**config.mk**
```make
export PLATFORM = sky130hd
export DESIGN_NAME = ptw_mem_responder
export DESIGN_NICKNAME = d
export VERILOG_FILES = /design/src/rtl/ptw_pkg.sv /design/src/rtl/ptw_pte_cache.sv /design/src/rtl/ptw_mem_responder.sv
export SDC_FILE = /design/constraint.sdc
export NUM_CORES = 1
export LEC_CHECK = 0
export ABC_AREA = 1
export CAP_MARGIN = 20
export CORE_ASPECT_RATIO = 0.5
export CORE_MARGIN = 2
export CORE_UTILIZATION = 45
export DETAILED_ROUTE_END_ITERATION = 12
export PLACE_DENSITY = 0.86
export SLEW_MARGIN = 25
export SYNTH_ARGS = -nofsm -noshare
export SYNTH_HDL_FRONTEND = slang
export SYNTH_SLANG_ARGS = --single-unit
```
**constraint.sdc**
```tcl
create_clock -name clk -period 4 [get_ports clk]
set_input_delay 0.4 -clock clk [delete_from_list [all_inputs] [get_ports clk]]
set_output_delay 0.4 -clock clk [all_outputs]
set_load 0.03 [all_outputs]
```
**src/rtl/ptw_pkg.sv**
```systemverilog
// Shared types and constants for the Sv39 PTW memory responder.
// The PTE cache entry type is used only when PTW_PTE_CACHE_EN is defined.
package ptw_pkg;

  typedef enum logic [2:0] {
    StIdle,
    StReq,
    StWait,
    StResp,
    StGap
  } ptw_resp_state_t;

  localparam int unsigned PTE_V   = 0;
  localparam int unsigned PTE_R   = 1;
  localparam int unsigned PTE_W   = 2;
  localparam int unsigned PTE_X   = 3;
  localparam int unsigned PPN_LSB = 10;
  localparam int unsigned PPN_MSB = 53;

  localparam logic [2:0] BUS_SIZE_8B = 3'b011;

  typedef struct packed {
    logic        valid;
    logic [60:0] tag;
    logic [63:0] data;
  } pte_cache_entry_t;

endpackage

```
**src/rtl/ptw_pte_cache.sv**
```systemverilog
// Fully associative PTE cache with round-robin replacement.
// Instantiated by ptw_mem_responder only when PTW_PTE_CACHE_EN is defined.
module ptw_pte_cache
  import ptw_pkg::*;
#(
  parameter int unsigned Entries = 4
) (
  input  logic        clk,
  input  logic        reset,
  input  logic        flush,
  input  logic [60:0] lookup_tag,
  output logic        lookup_hit,
  output logic [63:0] lookup_data,
  input  logic        fill_en,
  input  logic [60:0] fill_tag,
  input  logic [63:0] fill_data
);

  localparam int unsigned PtrW = $clog2(Entries);

  pte_cache_entry_t entries_q [Entries];
  logic [PtrW-1:0]  ptr_q;

  // A lookup coinciding with flush must not return a stale translation.
  always_comb begin
    lookup_hit  = 1'b0;
    lookup_data = '0;
    for (int i = 0; i < Entries; i++) begin
      if (entries_q[i].valid && entries_q[i].tag == lookup_tag && !flush) begin
        lookup_hit  = 1'b1;
        lookup_data = entries_q[i].data;
      end
    end
  end

  // Flush is written last so it overrides a fill in the same cycle.
  always_ff @(posedge clk) begin
    if (reset) begin
      ptr_q <= '0;
      for (int i = 0; i < Entries; i++) begin
        entries_q[i] <= '0;
      end
    end else begin
      if (fill_en) begin
        entries_q[ptr_q] <= '{valid: 1'b1, tag: fill_tag, data: fill_data};
        ptr_q            <= ptr_q + PtrW'(1);
      end
      if (flush) begin
        for (int i = 0; i < Entries; i++) begin
          entries_q[i].valid <= 1'b0;
        end
      end
    end
  end

endmodule

```
**src/rtl/ptw_mem_responder.sv**
```systemverilog
// Serves page-table walker PTE reads over the 64-bit data bus, one pte_valid pulse per read.
// Optional PTE cache enabled by defining PTW_PTE_CACHE_EN.
module ptw_mem_responder
  import ptw_pkg::*;
#(
  parameter int unsigned CACHE_ENTRIES = 4
) (
  input  logic        clk,
  input  logic        reset,
  input  logic        mem_req,
  input  logic [63:0] mem_addr,
  input  logic        flush,
  output logic [63:0] pte,
  output logic        pte_valid,
  output logic        bus_req_valid,
  output logic [63:0] bus_req_addr,
  output logic [2:0]  bus_req_size,
  output logic [7:0]  bus_req_strobe,
  input  logic        bus_resp_addr_ok,
  input  logic        bus_resp_data_ok,
  input  logic [63:0] bus_resp_data
);

  ptw_resp_state_t state_q;
  logic [63:0]     addr_q;
  logic            drop_q;

  logic            misaligned;
  logic            drop_now;
  logic            cache_hit;
  logic [63:0]     cache_data;

  assign misaligned     = (mem_addr[2:0] != 3'b000);
  // A walker that lets go in the data_ok cycle itself has also abandoned the read.
  assign drop_now       = drop_q | ~mem_req;
  assign bus_req_addr   = addr_q;
  assign bus_req_size   = BUS_SIZE_8B;
  assign bus_req_strobe = 8'h00;

`ifdef PTW_PTE_CACHE_EN
  logic fill_en;

  assign fill_en = (state_q == StWait) && bus_resp_data_ok && !drop_now &&
                   bus_resp_data[PTE_V];

  ptw_pte_cache #(
    .Entries(CACHE_ENTRIES)
  ) u_pte_cache (
    .clk        (clk),
    .reset      (reset),
    .flush      (flush),
    .lookup_tag (mem_addr[63:3]),
    .lookup_hit (cache_hit),
    .lookup_data(cache_data),
    .fill_en    (fill_en),
    .fill_tag   (addr_q[63:3]),
    .fill_data  (bus_resp_data)
  );
`else
  logic [5:0] unused_cache_cfg;

  assign cache_hit        = 1'b0;
  assign cache_data       = '0;
  assign unused_cache_cfg = {flush, 5'(CACHE_ENTRIES)};
`endif

  always_ff @(posedge clk) begin
    if (reset) begin
      state_q       <= StIdle;
      addr_q        <= '0;
      drop_q        <= 1'b0;
      pte           <= '0;
      pte_valid     <= 1'b0;
      bus_req_valid <= 1'b0;
    end else begin
      unique case (state_q)
        StIdle: begin
          if (mem_req) begin
            addr_q <= mem_addr;
            if (misaligned) begin
              // V=0 makes the walker raise a page fault.
              pte       <= '0;
              pte_valid <= 1'b1;
              state_q   <= StResp;
            end else if (cache_hit) begin
              pte       <= cache_data;
              pte_valid <= 1'b1;
              state_q   <= StResp;
            end else begin
              bus_req_valid <= 1'b1;
              state_q       <= StReq;
            end
          end
        end
        StReq: begin
          if (!mem_req) drop_q <= 1'b1;
          if (bus_resp_addr_ok) begin
            bus_req_valid <= 1'b0;
            state_q       <= StWait;
          end
        end
        StWait: begin
          if (!mem_req) drop_q <= 1'b1;
          if (bus_resp_data_ok) begin
            if (drop_now) begin
              state_q <= StGap;
            end else begin
              pte       <= bus_resp_data;
              pte_valid <= 1'b1;
              state_q   <= StResp;
            end
          end
        end
        StResp: begin
          pte_valid <= 1'b0;
          state_q   <= StGap;
        end
        StGap: begin
          drop_q  <= 1'b0;
          state_q <= StIdle;
        end
        default: state_q <= StIdle;
      endcase
    end
  end

endmodule

```
# --- After elaboration in Yosys (flattened, before gate mapping) ---
# Cells that the tools add are included.
totals:
  regBits: 134
  in_bits: 134
  out_inout_bits: 141
  wordCells: 54
op_classes:
  eq_ne: 11
  muxes: 22
  bitwise_logic: 2
  n_reduce_logical: 13
op_table:
  columns: ["op", "count"]
  rows:
  - ["two-way mux 64 bit", 4]
  - ["case mux 64 bit (2 select lines)", 1]
  - ["inequality test 2 bit, second input constant", 7]
  - ["two-way mux 3 bit", 4]
  - ["case mux 3 bit (4 select lines)", 1]
  - ["AND reduction 5 bit", 2]
  - ["two-way mux 1 bit", 8]
  - ["== test 3 x 2 -> 1 bit, second input constant", 2]
  - ["nonzero test 2 bit", 3]
  - ["nonzero test 3 bit", 2]
  - ["case mux 1 bit (2 select lines)", 2]
  - ["AND reduction 2 bit", 2]
  - ["AND reduction 4 bit", 1]
  - ["== test 3 x 1 -> 1 bit, second input constant", 1]
  - ["== test 3 bit, second input constant", 1]
  - ["logical NOT 3 bit", 1]
  - ["case mux 1 bit (3 select lines)", 1]
  - ["AND reduction 3 bit", 1]
  - ["two-way mux 2 bit", 1]
  - ["OR reduction 2 bit", 1]
  - ["inverter 1 bit", 1]
  - ["OR 1 bit", 1]

# --- Longest topological paths before layout ---
# Gate-level depths: netlist (run 1).
depth:
  word_depth: 5
  depth_mapped: 11
  depth_no_buf: 8

# --- Worst setup path after synthesis (run 1) ---
# Ideal clock, no wire load.
synth_timing:
  path_type: "reg-to-reg"
  from: "reg state_q[2]"
  to: "reg pte[6]"
  setup_ns: 0.113
  arrival_ns: 1.378
  required_time_ns: 3.887
  setup_slack_ns: 2.510
  stages_incl_launch_ff: 12
  path_buffers: 3
  synth_period_minus_slack_ns: 1.490
  cell_sequence: "dfxtp_1 nor2_2 buf_6 nand2_2 nor2_1 nor2_1 nand3_2 buf_6 buf_4 nand2_1 nand2_1 nor2_1"
synth_between:
  elab_chain_cells: 3
  elab_cells_between_ends: 9
  classes_between: "5 x eq/ne; 1 x mux; 3 x reduce/logical"
synth_lines:
  columns: ["element", "line", "text"]
  rows:
  - ["start, declared", "ptw_mem_responder.sv:24", "ptw_resp_state_t state_q;"]
  - ["start signal, assigned", "ptw_mem_responder.sv:69", "state_q <= StIdle;"]
  - ["start signal, assigned", "ptw_mem_responder.sv:84", "state_q <= StResp;"]
  - ["start signal, assigned", "ptw_mem_responder.sv:88", "state_q <= StResp;"]
  - ["== test 3 x 2 -> 1 bit or logical NOT 3 bit (tied branches)", "ptw_mem_responder.sv:76", "unique case (state_q)"]
  - ["inequality test 2 bit (no source line) or nonzero test 2 bit (tied branches)", null, null]
  - ["AND reduction 5 bit (no source line)", null, null]
  - ["end signal, assigned", "ptw_mem_responder.sv:86", "pte <= cache_data;"]
  - ["end signal, assigned", "ptw_mem_responder.sv:108", "pte <= bus_resp_data;"]
  - ["end, declared", "ptw_mem_responder.sv:13", "output logic [63:0] pte,"]
# Several ways; a longest one is shown, not always the timed one.
# A chain may end at the register's enable or synchronous reset.

# --- Worst setup path after layout (run 1) ---
layout_timing:
  from: "reg state_q[2]"
  to: "reg pte[42]"
# Same word-level chain as after synthesis.

==> results of run 1 <==
==> layout make-up <==
type	instances	area share [%]
flip-flops and latches	134	29.33
clock buffers	21	5.252
inverters	141	5.786
well taps	170	2.325
repair buffers	271	29.44
clock inverters	10	1.573
multi-input cells	560	26.30
==> how the worst max path moves through the flow <==
stage                                  startpoint              endpoint  depth (start not counted)  slack [ps]
after floorplan           state_q[2]$_SDFFE_PP0P_   pte[6]$_SDFFE_PP0P_                         11        2510
after global placement                    mem_req  pte[39]$_SDFFE_PP0P_                          8        1270
after detailed placement                  mem_req  pte[39]$_SDFFE_PP0P_                          8        1210
after CTS                 state_q[2]$_SDFFE_PP0P_  pte[42]$_SDFFE_PP0P_                          9        1190
after global routing      state_q[2]$_SDFFE_PP0P_  pte[38]$_SDFFE_PP0P_                          9         910
final                     state_q[2]$_SDFFE_PP0P_  pte[42]$_SDFFE_PP0P_                          9        1130
==> logic make-up (layout without fill, tap and decap cells) <==
| logic type | Yosys count | after routing | share of synthesized area, % |
|---|---|---|---|
| other | 2 | 11 | 0.1261 |
| buffers and inverters | 213 | 443 | 15.23 |
| AO/OA/AOI/OAI | 75 | 75 | 6.493 |
| AND/OR/NAND/NOR | 474 | 474 | 33.10 |
| flip-flops | 134 | 134 | 45.05 |
==> tightest hold or removal path: stages <==
cell and delay, ps:
buf_2 110, nand2_1 150, nand3_1 130, inv_1 40
==> cell usage after synthesis (all sizes together) <==
cell type	n
a31oi	2
nor4	1
nand3	68
dfxtp	134
a21oi	68
buf	43
nor2	129
o211ai	2
nand4	36
conb	2
nand2	239
nor3	1
inv	141
o21ai	3
clkbuf	29
==> cells in the final DEF (no fill, tap or decap), drive strengths merged <==
master,instances
buf,11
nand3,68
a21oi,68
nor2,129
bufinv,3
nand2,239
clkbuf,21
conb,11
inv,142
a31oi,2
nand4,36
o211ai,2
nor3,1
clkinvlp,3
clkdlybuf4s50,260
nor4,1
dfxtp,134
clkinv,3
o21ai,3
==> metrics by stage <==
stage	hold WS, ps	cells	total power [mW]
3_3_place_gp	446.9	1276	4.988
6_report	452.9	1307	6.730
2_1_floorplan	486.7	907	4.073
4_1_cts	446.7	1307	6.764
3_5_place_dp	451.0	1276	5.091
5_1_grt	471.8	1307	7.171
==> report_power, final <==
group	internal [mW]	total (mW)	leakage [nW]	switching [mW]
registers	1.67	1.83	1.10	0.165
clock network	1.05	1.65	0.298	0.600
logic	1.18	3.25	2.67	2.06
==> registers in the layout, indices dropped and copies added (netlist names) <==
name,cells
state_q,3
pte,64
bus_req_valid,1
bus_req_addr,64
pte_valid,1
drop_q,1
==> routing by layer <==
metal	global-route usage [%]	vias up	routed length [um]
met3	6.157	44	1071
li1	-	3172	-
met4	10.42	0	508
met1	28.13	2858	7405
met5	0	-	0
met2	45.27	214	9188
==> metrics.md, run 1 <==
| Metric | Value |
|---|---|
| Setup violations, final | `0` |
| Setup slack after layout | `around 1100 ps` |
| Hpwl dp | `~12,000 um` |
| Kind of critical path | `flip-flop to flip-flop` |
| Longest Clk Path Bufs | `2` |
| DR iter-0 viols | `approximately 460` |
| CTS Hold Bufs | `0` |
| Antenna-violating nets left | `0` |
| Nets | `between 1,000 and 1,500` |
| Slew Viols, Final | `0` |
| Pre-CTS WS | `~1200 ps` |
| Post-layout util | `between 70% and 80%` |
| CTS H-Tree Depth | `4` |
| Layout fillers | `just under 1,000` |
| Cell family with most CP delay | `simple AND/OR/NAND/NOR gates` |
| Post-CTS sizing | `0` |
| Initial antenna violation count | `0` |
| Setup TNS | `0 ps` |
| #FFs+latches synth | `134` |
| Critical path cell sequence | `nor2_2 -> nand2_1 -> nor2_1 -> nor2_1 -> nand3_2 -> buf_12 -> nand2_1 -> nand2_1 -> nor2_1` |
| I/O pin count | `275` |
| Via density | `slightly below 5` |
| Vias in the first global route | `6,034` |
| Num CTS Buffers | `17` |
| Hold Crit Endpoint | `drop_q$_SDFFE_PP0P_` |
| Area growth syn-to-layout | `53.62%` |
| Worst slew margin | `45.62%` |
| Leak | `just over 4 nW` |
| First-pass GRT wire length | `about 29,000 um` |
| Clock root buffer master | `clkbuf_16` |
| Post-Route WL | `18,170 um` |
| WP buf/inv | `1` |
| Row count | `29` |
| Total congestion overflow | `0` |
| Part of the cycle the worst path needs | `between 70% and 80%` |
| Cell area after synthesis | `about 6000 um2` |
| Largest area contributor in the netlist | `dfxtp_1` |
| Largest cells by area after synthesis | `dfxtp_1 45%, nand2_1 15%, inv_1 8.1%, nor2_1 8.0%, a21oi_1 5.7%` |
| CP Data Required Time | `between 4000 and 5000 ps` |
| Fmax | `between 0.3 and 0.4 GHz` |
| Clock Latency Late Sink | `between 400 and 500 ps` |
| Detailed Routing Iterations Pass 1 | `5` |
| Clock sinks | `134` |
| Routed vias | `between 6,000 and 7,000` |
| Least-Margin Pin Slew | `between 800 and 900 ps` |
| Final Skew | `9.439 ps` |
| GRT Util Overall | `approximately 25%` |
| Slowest Stage Delay on Critical Path | `about 640 ps` |
| Core region area | `12,810 um2` |
| Port Buf Inserts | `around 260` |
| Reg2reg path depth | `9` |
| Multi-input gate area | `roughly 2400 um2` |
| Final min period | `approximately 2900 ps` |
| Yosys cell types | `24` |
| Die area | `14,220 um2` |
| Critical R2R Launch | `state_q[2]$_SDFFE_PP0P_` |
| Design Area, Final | `~9100 um2` |
| Drt wl/cell | `roughly 14 um` |
| CP max FO | `52` |
| Post-synthesis sequential area ratio | `45.05%` |
| Power per Cell Area | `around 740 nW/um2` |
| Hold Startpoint | `mem_req` |
| Ant diodes | `0` |
| Post-synth top area share | `between 40% and 50%` |
| Avg Cell Area, Syn | `between 6 and 7 um2` |
| Ys Warns | `0` |
| GPL Wtd Cong | `around 0.83` |
| Setup crit end kind | `flip-flop` |
| Placed inst area | `approximately 8500 um2` |
| Reg area | `around 2700 um2` |
| Largest net degree at the start of global routing | `between 60 and 70` |
| R2R Path End | `pte[42]$_SDFFE_PP0P_` |
| Layout cells sized above 1 | `between 5 and 6%` |
| CTS tree | `done` |
| Arrival @ worst endpoint | `3210 ps` |
| Critical Path Source Type | `flip-flop` |
| Worst hold path cell count | `4` |
| Postcts setup bufs | `0` |
| Result of the run | `finished clean` |
| RSZ-0062 raised after global routing | `false` |
| Peak supply drop | `0.4890 mV` |
| Die width | `between 150 and 200 um` |
| Worst hold path type | `input pin to flip-flop` |
| Die span in y | `85.34 um` |
| Final hold violations | `0` |
| Slowest-stage cell, CP | `nand3_2` |
| DRC violation count after routing | `0` |
| R2R Setup Slk | `between 1000 and 1500 ps` |
| Syn Inst Count | `898` |
| CTS clk-pin slew, worst paths | `approximately 60 ps` |
| Max-Cap Viols | `0` |
| Initial core utilization | `46.49%` |
(Power assumes the default switching activity.)
==> run 2: changes to the inputs <==
- CORE_UTILIZATION: 45 -> 42
- PLACE_DENSITY: 0.86 -> 0.81
- clock period: 4 -> 2.9 ns (I/O delays scaled with it)
==> metrics.md, run 2 (synthesis gave the netlist of run 1 again) <==
| Metric | Value |
|---|---|
| Highest routing layer actually used | `met4` |
| Clock Latency Late Sink | `410 ps` |
| Result of the run | `finished clean` |
| Clock root buffer master | `clkbuf_16` |
| Leak | `between 4 and 5 nW` |
| Slew Viols, Final | `0` |
| Met3 WL post-DR | `947 um` |
| Least-Margin Pin Slew | `~660 ps` |
| Initial antenna violation count | `0` |
| Layout fillers | `approximately 1,200` |
| Initial core utilization | `roughly 43%` |
| Ant diodes | `0` |
| Kind of critical path | `flip-flop to flip-flop` |
| CTS Hold Bufs | `0` |
| Critical Path Source Type | `flip-flop` |
| GRT Util Overall | `between 20% and 30%` |
| Post-CTS sizing | `0` |
| Most frequent cells in the layout | `260 x clkdlybuf4s50_1, 237 x nand2_1, 134 x dfxtp_1` |
| Row count | `30` |
| CP Data Required Time | `around 3200 ps` |
| I/O pin count | `275` |
| Final Skew | `8.859 ps` |
| Layout cells sized above 1 | `5.697%` |
| Fmax | `about 0.53 GHz` |
| Reg power frac | `27.7%` |
| Sw power | `around 3.9 mW` |
| Arrival @ worst endpoint | `around 2200 ps` |
| Die area | `around 15,000 um2` |
| CTS tree | `done` |
| Worst hold path type | `input pin to flip-flop` |
| GPL Wtd Cong | `roughly 0.79` |
| Detailed Routing Iterations Pass 1 | `4` |
| Final min period | `between 1500 and 2000 ps` |
| Via density | `between 4 and 5` |
| Post-layout util | `66.88%` |
| CTS H-Tree Depth | `4` |
| Peak supply drop | `roughly 0.57 mV` |
| Worst hold path cell count | `2` |
| Net Sw Frac | `42.83%` |
| Area growth syn-to-layout | `53.88%` |
| Die span in y | `around 88 um` |
| Postcts setup bufs | `0` |
| CTS clk-pin slew, worst paths | `about 60 ps` |
| Critical R2R Launch | `state_q[2]$_SDFFE_PP0P_` |
| Nets | `between 1,000 and 1,500` |
| Final hold violations | `0` |
| Power per Cell Area | `around 1000 nW/um2` |
| Die width | `172.4 um` |
| Reg2reg path depth | `9` |
| Core region area | `roughly 14,000 um2` |
| Hold Startpoint | `reset` |
| Num CTS Buffers | `17` |
| M1 WL | `between 7000 and 8000 um` |
| Hold Crit Endpoint | `bus_req_addr[24]$_SDFFE_PP0P_` |
| Port Buf Inserts | `between 200 and 300` |
| Antenna-violating nets left | `0` |
| R2R Path End | `pte[55]$_SDFFE_PP0P_` |
| Clock sinks | `around 130` |
| DR iter-0 viols | `between 300 and 400` |
| Clock group share of total power | `around a quarter` |
| Routed vias | `6,240` |
| RSZ-0062 raised after global routing | `false` |
| Met2 WL post-DR | `8757 um` |
| Combinational power share | `about 49%` |
| First-pass GRT wire length | `27,950 um` |
| Internal Dissipation | `~5.2 mW` |
| Post-Route WL | `17,750 um` |
| R2R Setup Slk | `approximately 1000 ps` |
| Largest net degree at the start of global routing | `94` |
| Part of the cycle the worst path needs | `65.51%` |
| Setup crit end kind | `flip-flop` |
| Vias in the first global route | `about 6,000` |
| Most common cell after layout, fill and taps aside | `clkdlybuf4s50_1` |
| CP max FO | `93` |
| Max-Cap Viols | `0` |
| DRC violation count after routing | `0` |
| Drt wl/cell | `around 13 um` |
| Total congestion overflow | `0` |
| Worst slew margin | `between 50% and 60%` |
| Hpwl dp | `11,830 um` |
| Longest Clk Path Bufs | `2` |
| Setup violations, final | `0` |
| Setup TNS | `0 ps` |
[run 2: changes by cell type in the layout (fill, tap and decap cells not counted)]
cell / before / now
clkbuf_8: 4 / 0
clkinv_4: 1 / 4
buf_4: 8 / 10
buf_12: 1 / 2
bufinv_16: 3 / 2
clkbuf_1: 0 / 1
clkinv_1: 1 / 0
clkinv_2: 1 / 2
clkinvlp_4: 3 / 4
inv_2: 13 / 14
nand2_2: 1 / 2
nand2_4: 1 / 0
[run 2: power by group through the flow]
stage | Clock, mW | Combinational, mW | Sequential, mW
after global routing | 2.25 | 4.95 | 2.57
after detailed placement | 0 | 4.46 | 2.55
after floorplan | 0 | 2.24 | 3.38
after global placement | 0 | 4.38 | 2.53
after CTS | 2.16 | 4.49 | 2.52
final | 2.13 | 4.48 | 2.52
[run 2: critical path: stages (launching register included)]
cell and delay [ps]:
dfxtp_1 400, nor2_2 90, nand2_1 80, buf_4 340, o21ai_1 140, nand3_2 110, buf_12 330, nand2_1 100
nand2_1 90, nor2_1 40
[run 2: routing by layer]
layer | up-vias | GRT usage, %
li1 | 3176 | -
met1 | 2829 | 27.26
met2 | 194 | 40.69
met3 | 41 | 5.197
met4 | 0 | 10.16
met5 | - | 0
[run 2: worst max-delay path by stage]
stage	startpoint	endpoint	slack [ps]	cells after the start
2_1_floorplan	state_q[2]$_SDFFE_PP0P_	pte[6]$_SDFFE_PP0P_	1410	11
3_3_place_gp	mem_req	pte_valid$_SDFFE_PP0P_	910	7
3_5_place_dp	mem_addr[1]	pte[55]$_SDFFE_PP0P_	870	10
4_1_cts	state_q[2]$_SDFFE_PP0P_	pte[57]$_SDFFE_PP0P_	1040	9
5_1_grt	state_q[2]$_SDFFE_PP0P_	pte[3]$_SDFFE_PP0P_	830	9
6_report	state_q[2]$_SDFFE_PP0P_	pte[55]$_SDFFE_PP0P_	1000	9
[run 2: through the flow]
| stage | hold WS (ps) | worst slack [ps] | power (mW) | instances | cell area [um2] |
|---|---|---|---|---|---|
| 2_1_floorplan | 454.8 | 1410 | 5.619 | 907 | 5988 |
| 6_report | 418.5 | 1000 | 9.125 | 1333 | 9163 |
| 3_3_place_gp | 446.4 | 914.0 | 6.913 | 1301 | 8581 |
| 3_5_place_dp | 451.3 | 873.2 | 7.016 | 1301 | 8581 |
| 5_1_grt | 425.5 | 833.9 | 9.772 | 1333 | 9163 |
| 4_1_cts | 414.8 | 1042 | 9.176 | 1333 | 9163 |
[run 2: layout make-up]
cell class / count / area (um2) / area share (%)
repair buffers: 274 / 2728 / 29.77
well taps: 192 / 240.2 / 2.622
clock buffers: 18 / 429.2 / 4.684
flip-flops and latches: 134 / 2683 / 29.28
clock inverters: 14 / 152.6 / 1.666
multi-input cells: 560 / 2401 / 26.21
inverters: 141 / 529.3 / 5.776
